$ cat src/rtl/ahb_pkg.sv
// AHB-Lite encodings shared by the I-cache refill path.
// Also carries the refill FSM state type.
package ahb_pkg;

    typedef enum logic [1:0] {
        IDLE   = 2'b00,
        BUSY   = 2'b01,
        NONSEQ = 2'b10,
        SEQ    = 2'b11
    } htrans_t;

    localparam logic [2:0] HBURST_SINGLE = 3'b000;
    localparam logic [2:0] HBURST_INCR   = 3'b001;
    localparam logic [2:0] HBURST_WRAP4  = 3'b010;
    localparam logic [2:0] HBURST_INCR4  = 3'b011;
    localparam logic [2:0] HBURST_WRAP8  = 3'b100;

    localparam logic [2:0] HSIZE_WORD = 3'b010;

    typedef enum logic [1:0] {
        S_IDLE,
        S_NSEQ,
        S_SEQ,
        S_LAST
    } fill_state_t;

endpackage

$ cat src/rtl/icache_refill_ctrl_arb.sv
// Fixed-priority demand/prefetch arbiter.
// Latches the winning word address and source, and pulses its ack.
module refill_arb
    import ahb_pkg::*;
#(
    parameter int ADDR_W = 32
) (
    input  logic              clk,
    input  logic              rstn,
    input  logic              en,
    input  logic              dem_req,
    input  logic [ADDR_W-1:0] dem_addr,
    input  logic              pf_req,
    input  logic [ADDR_W-1:0] pf_addr,
    output logic              grant,
    output logic [ADDR_W-3:0] grant_word,
    output logic [ADDR_W-3:0] word,
    output logic              src,
    output logic              dem_ack,
    output logic              pf_ack
);

    logic unused_lsbs;

    assign unused_lsbs = ^{dem_addr[1:0], pf_addr[1:0]};
    assign grant       = en & (dem_req | pf_req);
    assign grant_word  = dem_req ? dem_addr[ADDR_W-1:2]
                                 : pf_addr[ADDR_W-1:2];

    always_ff @(posedge clk or negedge rstn) begin
        if (!rstn) begin
            word    <= '0;
            src     <= 1'b0;
            dem_ack <= 1'b0;
            pf_ack  <= 1'b0;
        end else begin
            dem_ack <= 1'b0;
            pf_ack  <= 1'b0;
            if (grant) begin
                word    <= grant_word;
                src     <= ~dem_req;
                dem_ack <= dem_req;
                pf_ack  <= ~dem_req;
            end
        end
    end

endmodule

$ cat src/rtl/icache_refill_ctrl.sv
// I-cache line refill sequencer: one critical-word-first AHB
// wrapping burst per accepted request, words streamed to the array.
module icache_refill_ctrl
    import ahb_pkg::*;
#(
    parameter int ADDR_W     = 32,
    parameter int DATA_W     = 32,
    parameter int LINE_WORDS = 4
) (
    input  logic                          clk,
    input  logic                          rstn,
    input  logic                          dem_req,
    input  logic [ADDR_W-1:0]             dem_addr,
    output logic                          dem_ack,
    input  logic                          pf_req,
    input  logic [ADDR_W-1:0]             pf_addr,
    output logic                          pf_ack,
    output logic [ADDR_W-1:0]             haddr,
    output logic [1:0]                    htrans,
    output logic [2:0]                    hburst,
    output logic                          hwrite,
    input  logic [DATA_W-1:0]             hrdata,
    input  logic                          hready,
    output logic                          fill_valid,
    output logic [$clog2(LINE_WORDS)-1:0] fill_idx,
    output logic [DATA_W-1:0]             fill_data,
    output logic                          fill_src,
    output logic                          fill_done,
    output logic                          busy
);

    localparam int IW = $clog2(LINE_WORDS);
    localparam int WW = ADDR_W - 2;
    localparam logic [IW-1:0] LAST_CNT = IW'(LINE_WORDS - 1);

    fill_state_t      state;
    logic [IW-1:0]    cnt;
    logic [IW-1:0]    dph_idx;
    logic             pend;
    logic             grant;
    logic [WW-1:0]    grant_word;
    logic [WW-1:0]    word;
    logic             src;
    logic [IW-1:0]    start_idx;
    logic [IW-1:0]    cur_idx;
    logic [IW-1:0]    nxt_idx;
    logic [WW-IW-1:0] base;

    assign start_idx = word[IW-1:0];
    assign base      = word[WW-1:IW];
    assign cur_idx   = start_idx + cnt;
    assign nxt_idx   = cur_idx + IW'(1);
    assign hburst    = (LINE_WORDS == 8) ? HBURST_WRAP8 : HBURST_WRAP4;
    assign hwrite    = 1'b0;

    refill_arb #(.ADDR_W(ADDR_W)) u_arb (
        .clk        (clk),
        .rstn       (rstn),
        .en         (state == S_IDLE),
        .dem_req    (dem_req),
        .dem_addr   (dem_addr),
        .pf_req     (pf_req),
        .pf_addr    (pf_addr),
        .grant      (grant),
        .grant_word (grant_word),
        .word       (word),
        .src        (src),
        .dem_ack    (dem_ack),
        .pf_ack     (pf_ack)
    );

    always_ff @(posedge clk or negedge rstn) begin
        if (!rstn) begin
            state      <= S_IDLE;
            cnt        <= '0;
            dph_idx    <= '0;
            pend       <= 1'b0;
            haddr      <= '0;
            htrans     <= IDLE;
            fill_valid <= 1'b0;
            fill_idx   <= '0;
            fill_data  <= '0;
            fill_src   <= 1'b0;
            fill_done  <= 1'b0;
            busy       <= 1'b0;
        end else begin
            fill_valid <= 1'b0;
            fill_done  <= 1'b0;
            // Data phase of the previously accepted address beat.
            if (pend && hready) begin
                fill_valid <= 1'b1;
                fill_data  <= hrdata;
                fill_idx   <= dph_idx;
                fill_src   <= src;
                fill_done  <= (state == S_LAST);
            end
            unique case (state)
                S_IDLE: begin
                    busy <= grant;
                    if (grant) begin
                        state  <= S_NSEQ;
                        cnt    <= '0;
                        haddr  <= {grant_word, 2'b00};
                        htrans <= NONSEQ;
                    end
                end
                S_NSEQ: begin
                    if (hready) begin
                        pend    <= 1'b1;
                        dph_idx <= start_idx;
                        cnt     <= IW'(1);
                        state   <= S_SEQ;
                        htrans  <= SEQ;
                        haddr   <= {base, nxt_idx, 2'b00};
                    end
                end
                S_SEQ: begin
                    if (hready) begin
                        dph_idx <= cur_idx;
                        if (cnt == LAST_CNT) begin
                            state  <= S_LAST;
                            htrans <= IDLE;
                        end else begin
                            cnt   <= cnt + IW'(1);
                            haddr <= {base, nxt_idx, 2'b00};
                        end
                    end
                end
                S_LAST: begin
                    if (hready) begin
                        pend  <= 1'b0;
                        state <= S_IDLE;
                    end
                end
                default: state <= S_IDLE;
            endcase
        end
    end

endmodule

$ cat config.mk
export PLATFORM = sky130hd
export DESIGN_NAME = icache_refill_ctrl
export DESIGN_NICKNAME = d
export VERILOG_FILES = /design/src/rtl/ahb_pkg.sv /design/src/rtl/icache_refill_ctrl_arb.sv /design/src/rtl/icache_refill_ctrl.sv
export SDC_FILE = /design/constraint.sdc
export NUM_CORES = 1
export LEC_CHECK = 0
export CORE_UTILIZATION = 48
export CTS_CLUSTER_SIZE = 24
export DETAILED_ROUTE_END_ITERATION = 8
export PLACE_DENSITY = 0.85
export SLEW_MARGIN = 20
export SYNTH_ARGS = -nofsm -noshare
export SYNTH_HDL_FRONTEND = slang
export SYNTH_SLANG_ARGS = --single-unit
$ cat constraint.sdc
create_clock -name clk -period 6.8 [get_ports clk]
set_clock_uncertainty 0.2 [all_clocks]
set_input_delay 2.04 -clock clk [delete_from_list [all_inputs] [get_ports clk]]
set_output_delay 2.04 -clock clk [all_outputs]
set_load 0.05 [all_outputs]
[Yosys cells after proc, flatten, opt, wreduce, memory -nomap -nowiden]
Index checks and enable logic that the tools add are counted.
Cells by class
  multiplexer cells: 32
  add/subtract/negate cells: 3
  reduce and logical (&&, ||, !) cells: 10
  eq/ne operators: 10
  bitwise operators: 3
Operator list (count)
  32-bit two-way mux: 4
  32-bit one-hot mux with 3 select lines: 1
  2-bit two-way mux: 15
  30-bit two-way mux: 1
  5-bit AND reduction: 3
  2-bit != test, second input constant: 6
  2-bit one-hot mux with 3 select lines: 2
  2-bit one-hot mux with 4 select lines: 1
  2-bit equality test, second input constant: 3
  1-bit two-way mux: 6
  3-bit AND reduction: 2
  2-bit by 1-bit adder with 2-bit output, second input constant: 2
  2-bit one-hot mux with 2 select lines: 1
  2-bit nonzero test: 2
  3-bit nonzero test: 1
  2-bit adder: 1
  2-bit by 1-bit equality test with 1-bit output, second input constant: 1
  2-bit logical NOT: 1
  1-bit one-hot mux with 2 select lines: 1
  1-bit bitwise AND: 1
  1-bit logical AND: 1
  1-bit NOT: 1
  1-bit bitwise OR: 1
Storage, ports and cells
  register bits after elaboration: 112

[Logic depth before layout (Yosys ltp)]
  depth in word-level cells: 5
  depth in mapped cells: 8
  mapped depth without buffers: 6

[Hierarchy]
From an unflattened synthesis, not the netlist that was laid out.
Unflattened totals
  cell total of the unflattened synthesis: 464
  area total of the unflattened synthesis: 5516.5 um^2
By module, submodules not included
  icache_refill_ctrl: times used 1, sequential area each 1926.8 um^2, cells an instance 279, area each 3599.7 um^2
  refill_arb: times used 1, sequential area each 825.8 um^2, cells an instance 185, area each 1916.8 um^2

[Worst setup path after synthesis]
OpenSTA, ideal clock, no wires.
  kind: in2reg
  start point: input dem_req
  end point: register state[1]
  buffers on the path: 1
  path slack: 3.427 ns
  arrival time: 3.046 ns
  stages on the path: 5
  cells stage by stage: buf_4 -> nor3b_2 -> or3_1 -> nor2b_1 -> mux2_1
On the way
  cells in the longest elaborated chain, start to end: 4
RTL lines
  from (decl): RTL line icache_refill_ctrl.sv:12  | input logic dem_req,
  1-bit bitwise OR: RTL line icache_refill_ctrl_arb.sv:26  | assign grant = en & (dem_req | pf_req);
  1-bit bitwise AND: RTL line icache_refill_ctrl_arb.sv:26
  2-bit != test (no line)
  5-bit AND reduction (no line)
  to (signal assigned): RTL line icache_refill_ctrl.sv:74  | state <= S_IDLE;
  to (signal assigned): RTL line icache_refill_ctrl.sv:101  | state <= S_NSEQ;
  to (signal assigned): RTL line icache_refill_ctrl.sv:112  | state <= S_SEQ;
  to (decl): RTL line icache_refill_ctrl.sv:36  | fill_state_t state;
Every way passes these cells.
A chain may end at the register's enable or synchronous reset.

[Worst setup path after layout]
  start point: input hready
  end point: register haddr[2]
On the way
  cells in the longest elaborated chain, start to end: 2
  elaborated cells on any way between the ends: 3
  classes of those cells: eq/ne (2); reduce/logical (1)
RTL lines
  from (decl): RTL line icache_refill_ctrl.sv:23  | input logic hready,
  2-bit != test (no line)
  5-bit AND reduction (no line) (*)
  to (signal assigned): RTL line icache_refill_ctrl.sv:103  | haddr <= {grant_word, 2'b00};
  to (signal assigned): RTL line icache_refill_ctrl.sv:114  | haddr <= {base, nxt_idx, 2'b00};
  to (signal assigned): RTL line icache_refill_ctrl.sv:125  | haddr <= {base, nxt_idx, 2'b00};
  to (decl): RTL line icache_refill_ctrl.sv:18  | output logic [ADDR_W-1:0] haddr,
Mark *: on every way between the ends. The rest lies on a longest branch, timed or not.

==> flow_metrics.py <==
metrics = {
    "setup_path": {
        "worstRegToRegCells": 5,
        "critPathLaunchType": "input port",
        "crit_arrival_ns": 4.24,
        "worstPathRequired_ns": 6.84,
        "end_kind": "register",
        "crit_end": "haddr[2]",
        "startpoint": "hready",
        "timing.rr.end": "haddr[2]",
        "cp_max_fo": 62,
        "r2r-start": "state[1]",
        "crit_type": "in -> reg",
        "r2r_slack_ns": 4.10,
    },
    "clock_tree": {
        "ctsRootBufferMaster": "clkbuf_8",
        "cts_buffers": 9,
        "clk-insertion-delay-late_ns": 0.35,
        "cts_tree": "yes",
        "clock-sinks": 110,
        "cts-resized-gates": 0,
        "cts_setup_buffers": 0,
        "cts.path.max_buffers": 2,
        "hold_buffers": 0,
        "cts_max_level": 3,
        "clk_pin_slew_ns": 0.11,
    },
    "power": {
        "p_comb_share_pct": 59.5,
        "ir_drop_mv": 0.311,
        "p_leak_nw": 2.97,
        "p_clk_share_pct": 9.4,
        "power.switching_mw": 1.78,
        "p_per_area_nw_per_um2": 546,
        "swShare_pct": 48.2,
        "internal-power_mw": 1.92,
        "pwr-share-seq_pct": 31.2,
    },
    "synth": {
        "yosysTopAreaCell": "dfrtp_1",
        "avgSynthCellArea_sq_um": 10.9,
        "synth-warning-count": 0,
        "ys_seq_area_share_pct": 56.2,
        "synth.distinct_cells": 35,
        "synthCells": 448,
        "synth_area_leaders": "dfrtp_1 56%, mux2_2 8.3%, mux2i_1 6.7%",
        "yosys.area.top_type_share_pct": 56.2,
        "ys_ff_latch": 110,
        "syn_area_sq_um": 4890,
    },
    "grt": {
        "grt_pass1_wl_microns": 16500,
        "antenna_found_initial": 0,
        "grt_max_degree": 72,
        "grt_usage_pct": 20.1,
        "first_global_vias": 3535,
        "grt-ovfl-total": 0,
    },
    "place": {
        "portBuffers": 168,
        "postPlaceCellArea_sq_um": 6600,
        "gp_congestion": 0.734,
        "dpl.hpwl_microns": 7560,
    },
    "layout": {
        "nets": 711,
        "layout.area.seq_sq_um": 2750,
        "num-fill-cells": 762,
        "layout-area-overhead-vs-synth_pct": 38.5,
        "post-route-cell-area_sq_um": 6780,
        "antennaDiodeCount": 0,
        "multi_input_area_sq_um": 1970,
        "final_common_cell": "clkdlybuf4s50_1",
        "layout.cells.most_common_list": "166 x clkdlybuf4s50_1, 110 x dfrtp_1, 63 x nand2_1",
        "drive_gt1_share_pct": 10.4,
    },
    "timing": {
        "setup_violations": 0,
        "fin_setup_tns_ns": 0,
        "fin_crit_sh_pct": 61.8,
        "fmax_mhz": 238,
        "rsz0062_at_grt": "false",
        "slew_headroom_pct": 30.3,
        "tightest_slew_ns": 1.05,
        "hold_viol_final": 0,
        "min_period_ns": 4.20,
        "drv_slew": 0,
    },
    "floorplan": {
        "dieArea_sq_um": 10600,
        "die_y_microns": 103,
        "die_w_microns": 103,
        "pin_count": 179,
        "initial_core_util_pct": 49.8,
        "num_rows": 36,
        "core_area_sq_um": 9820,
    },
    "routing": {
        "wirelength_microns": 10500,
        "drt_iter0_markers": 112,
        "via_count": 3747,
        "wl_per_cell_microns": 14.3,
        "via_per_inst": 5.08,
        "ant_nets": 0,
        "drc_errors": 0,
        "dr.pass1.iters": 5,
    },
    "min_path": {
        "hold_class": "reg -> reg",
        "hold_start": "u_arb.word[16]",
        "min_path_cells": 2,
    },
    "flow_run": {
        "drv_cap": 0,
    },
    "outcome": {
        "status": "finished, final reports clean",
    },
}
-- kinds of logic (layout without fill, tap and decap cells) --
family | count (synthesis) | in the layout | synth area share, %
muxes | 72 | 72 | 15.9
adders and majority gates | 10 | 10 | 2.56
other | 2 | 6 | 0.153
AOI/OAI and AO/OA | 104 | 104 | 11.3
buffers and inverters | 39 | 191 | 4.35
DFF | 110 | 110 | 56.2
xor gates and xnor gates | 3 | 3 | 0.537
and+or+nand+nor | 108 | 108 | 9.02
-- worst max-delay path: stages --
cell             delay, ns
clkdlybuf4s50_1       0.73
nand2b_1              0.10
a2111o_2              0.89
mux2_4                0.44
-- Yosys cell counts --
library cell / count
o21a_1: 1
mux2_1: 1
a2111o_1: 1
a21oi_1: 32
and3_1: 1
nor2b_1: 3
buf_2: 11
dfrtp_1: 110
nor3b_2: 1
inv_1: 4
mux2_4: 2
mux2i_1: 33
xnor2_1: 3
nand2_1: 63
buf_4: 8
clkbuf_1: 13
ha_1: 10
conb_1: 2
mux2_2: 36
nor3_1: 1
nand3_1: 2
nor2_1: 32
nand2b_1: 2
o21ai_0: 32
o211ai_1: 1
or3_1: 1
o32a_1: 1
o21ai_1: 31
o22ai_1: 2
and2_1: 1
nand3b_1: 1
a32o_1: 1
buf_6: 3
a21o_1: 1
o21ba_2: 1
-- final cells by class --
class | count | area share (%)
flip-flops and latches | 110 | 40.6
repair buffers | 172 | 25.1
clock buffers | 10 | 1.88
well taps | 133 | 2.45
inverters | 4 | 0.221
multi-input cells | 303 | 29.0
clock inverters | 5 | 0.664
-- power by group through the flow --
stage	sequential, mW	clock (mW)	combinational, mW
after global routing	1.19	0.384	2.38
after floorplan	1.85	0	0.874
after global placement	1.14	0	2.15
after detailed placement	1.17	0	2.21
final	1.15	0.346	2.20
after CTS	1.15	0.360	2.21
-- registers in the layout, indices dropped and copies added, names as in the netlist --
name,flops
u_arb.word,30
busy,1
dph_idx,2
haddr,30
state,2
u_arb.pf_ack,1
fill_data,32
u_arb.dem_ack,1
fill_src,1
cnt,2
htrans,2
fill_done,1
fill_idx,2
pend,1
fill_valid,1
u_arb.src,1
-- worst min path at each step --
| stage | end |
|---|---|
| finish | u_arb.word[16] |
| global route | u_arb.word[24] |
| CTS | u_arb.word[27] |
| detailed placement | u_arb.word[27] |
| global placement | u_arb.src |
| floorplan | u_arb.src |
-- through the flow --
| step | hold WS [ns] | std cells | util [%] | total power, mW | worst slack, ns |
|---|---|---|---|---|---|
| 4_1_cts | 0.293 | 737 | 68.9 | 3.72 | 2.62 |
| 3_3_place_gp | 0.256 | 722 | 67.2 | 3.29 | 2.27 |
| 5_1_grt | 0.319 | 737 | 69.0 | 3.96 | 2.47 |
| 3_5_place_dp | 0.272 | 722 | 67.2 | 3.37 | 2.23 |
| 2_1_floorplan | 0.245 | 452 | - | 2.72 | 3.43 |
| 6_report | 0.294 | 737 | 69.0 | 3.70 | 2.60 |
-- per-layer routing --
metal  track usage (%)  up-vias  wire length [microns]
met1              26.0     1774                   4490
li1                  -     1817                      -
met4              6.83        0                    132
met2              33.1      144                   5030
met5                 0        -                      0
met3              4.88       12                    886
Note: power is estimated with default switching activity, not from simulation.
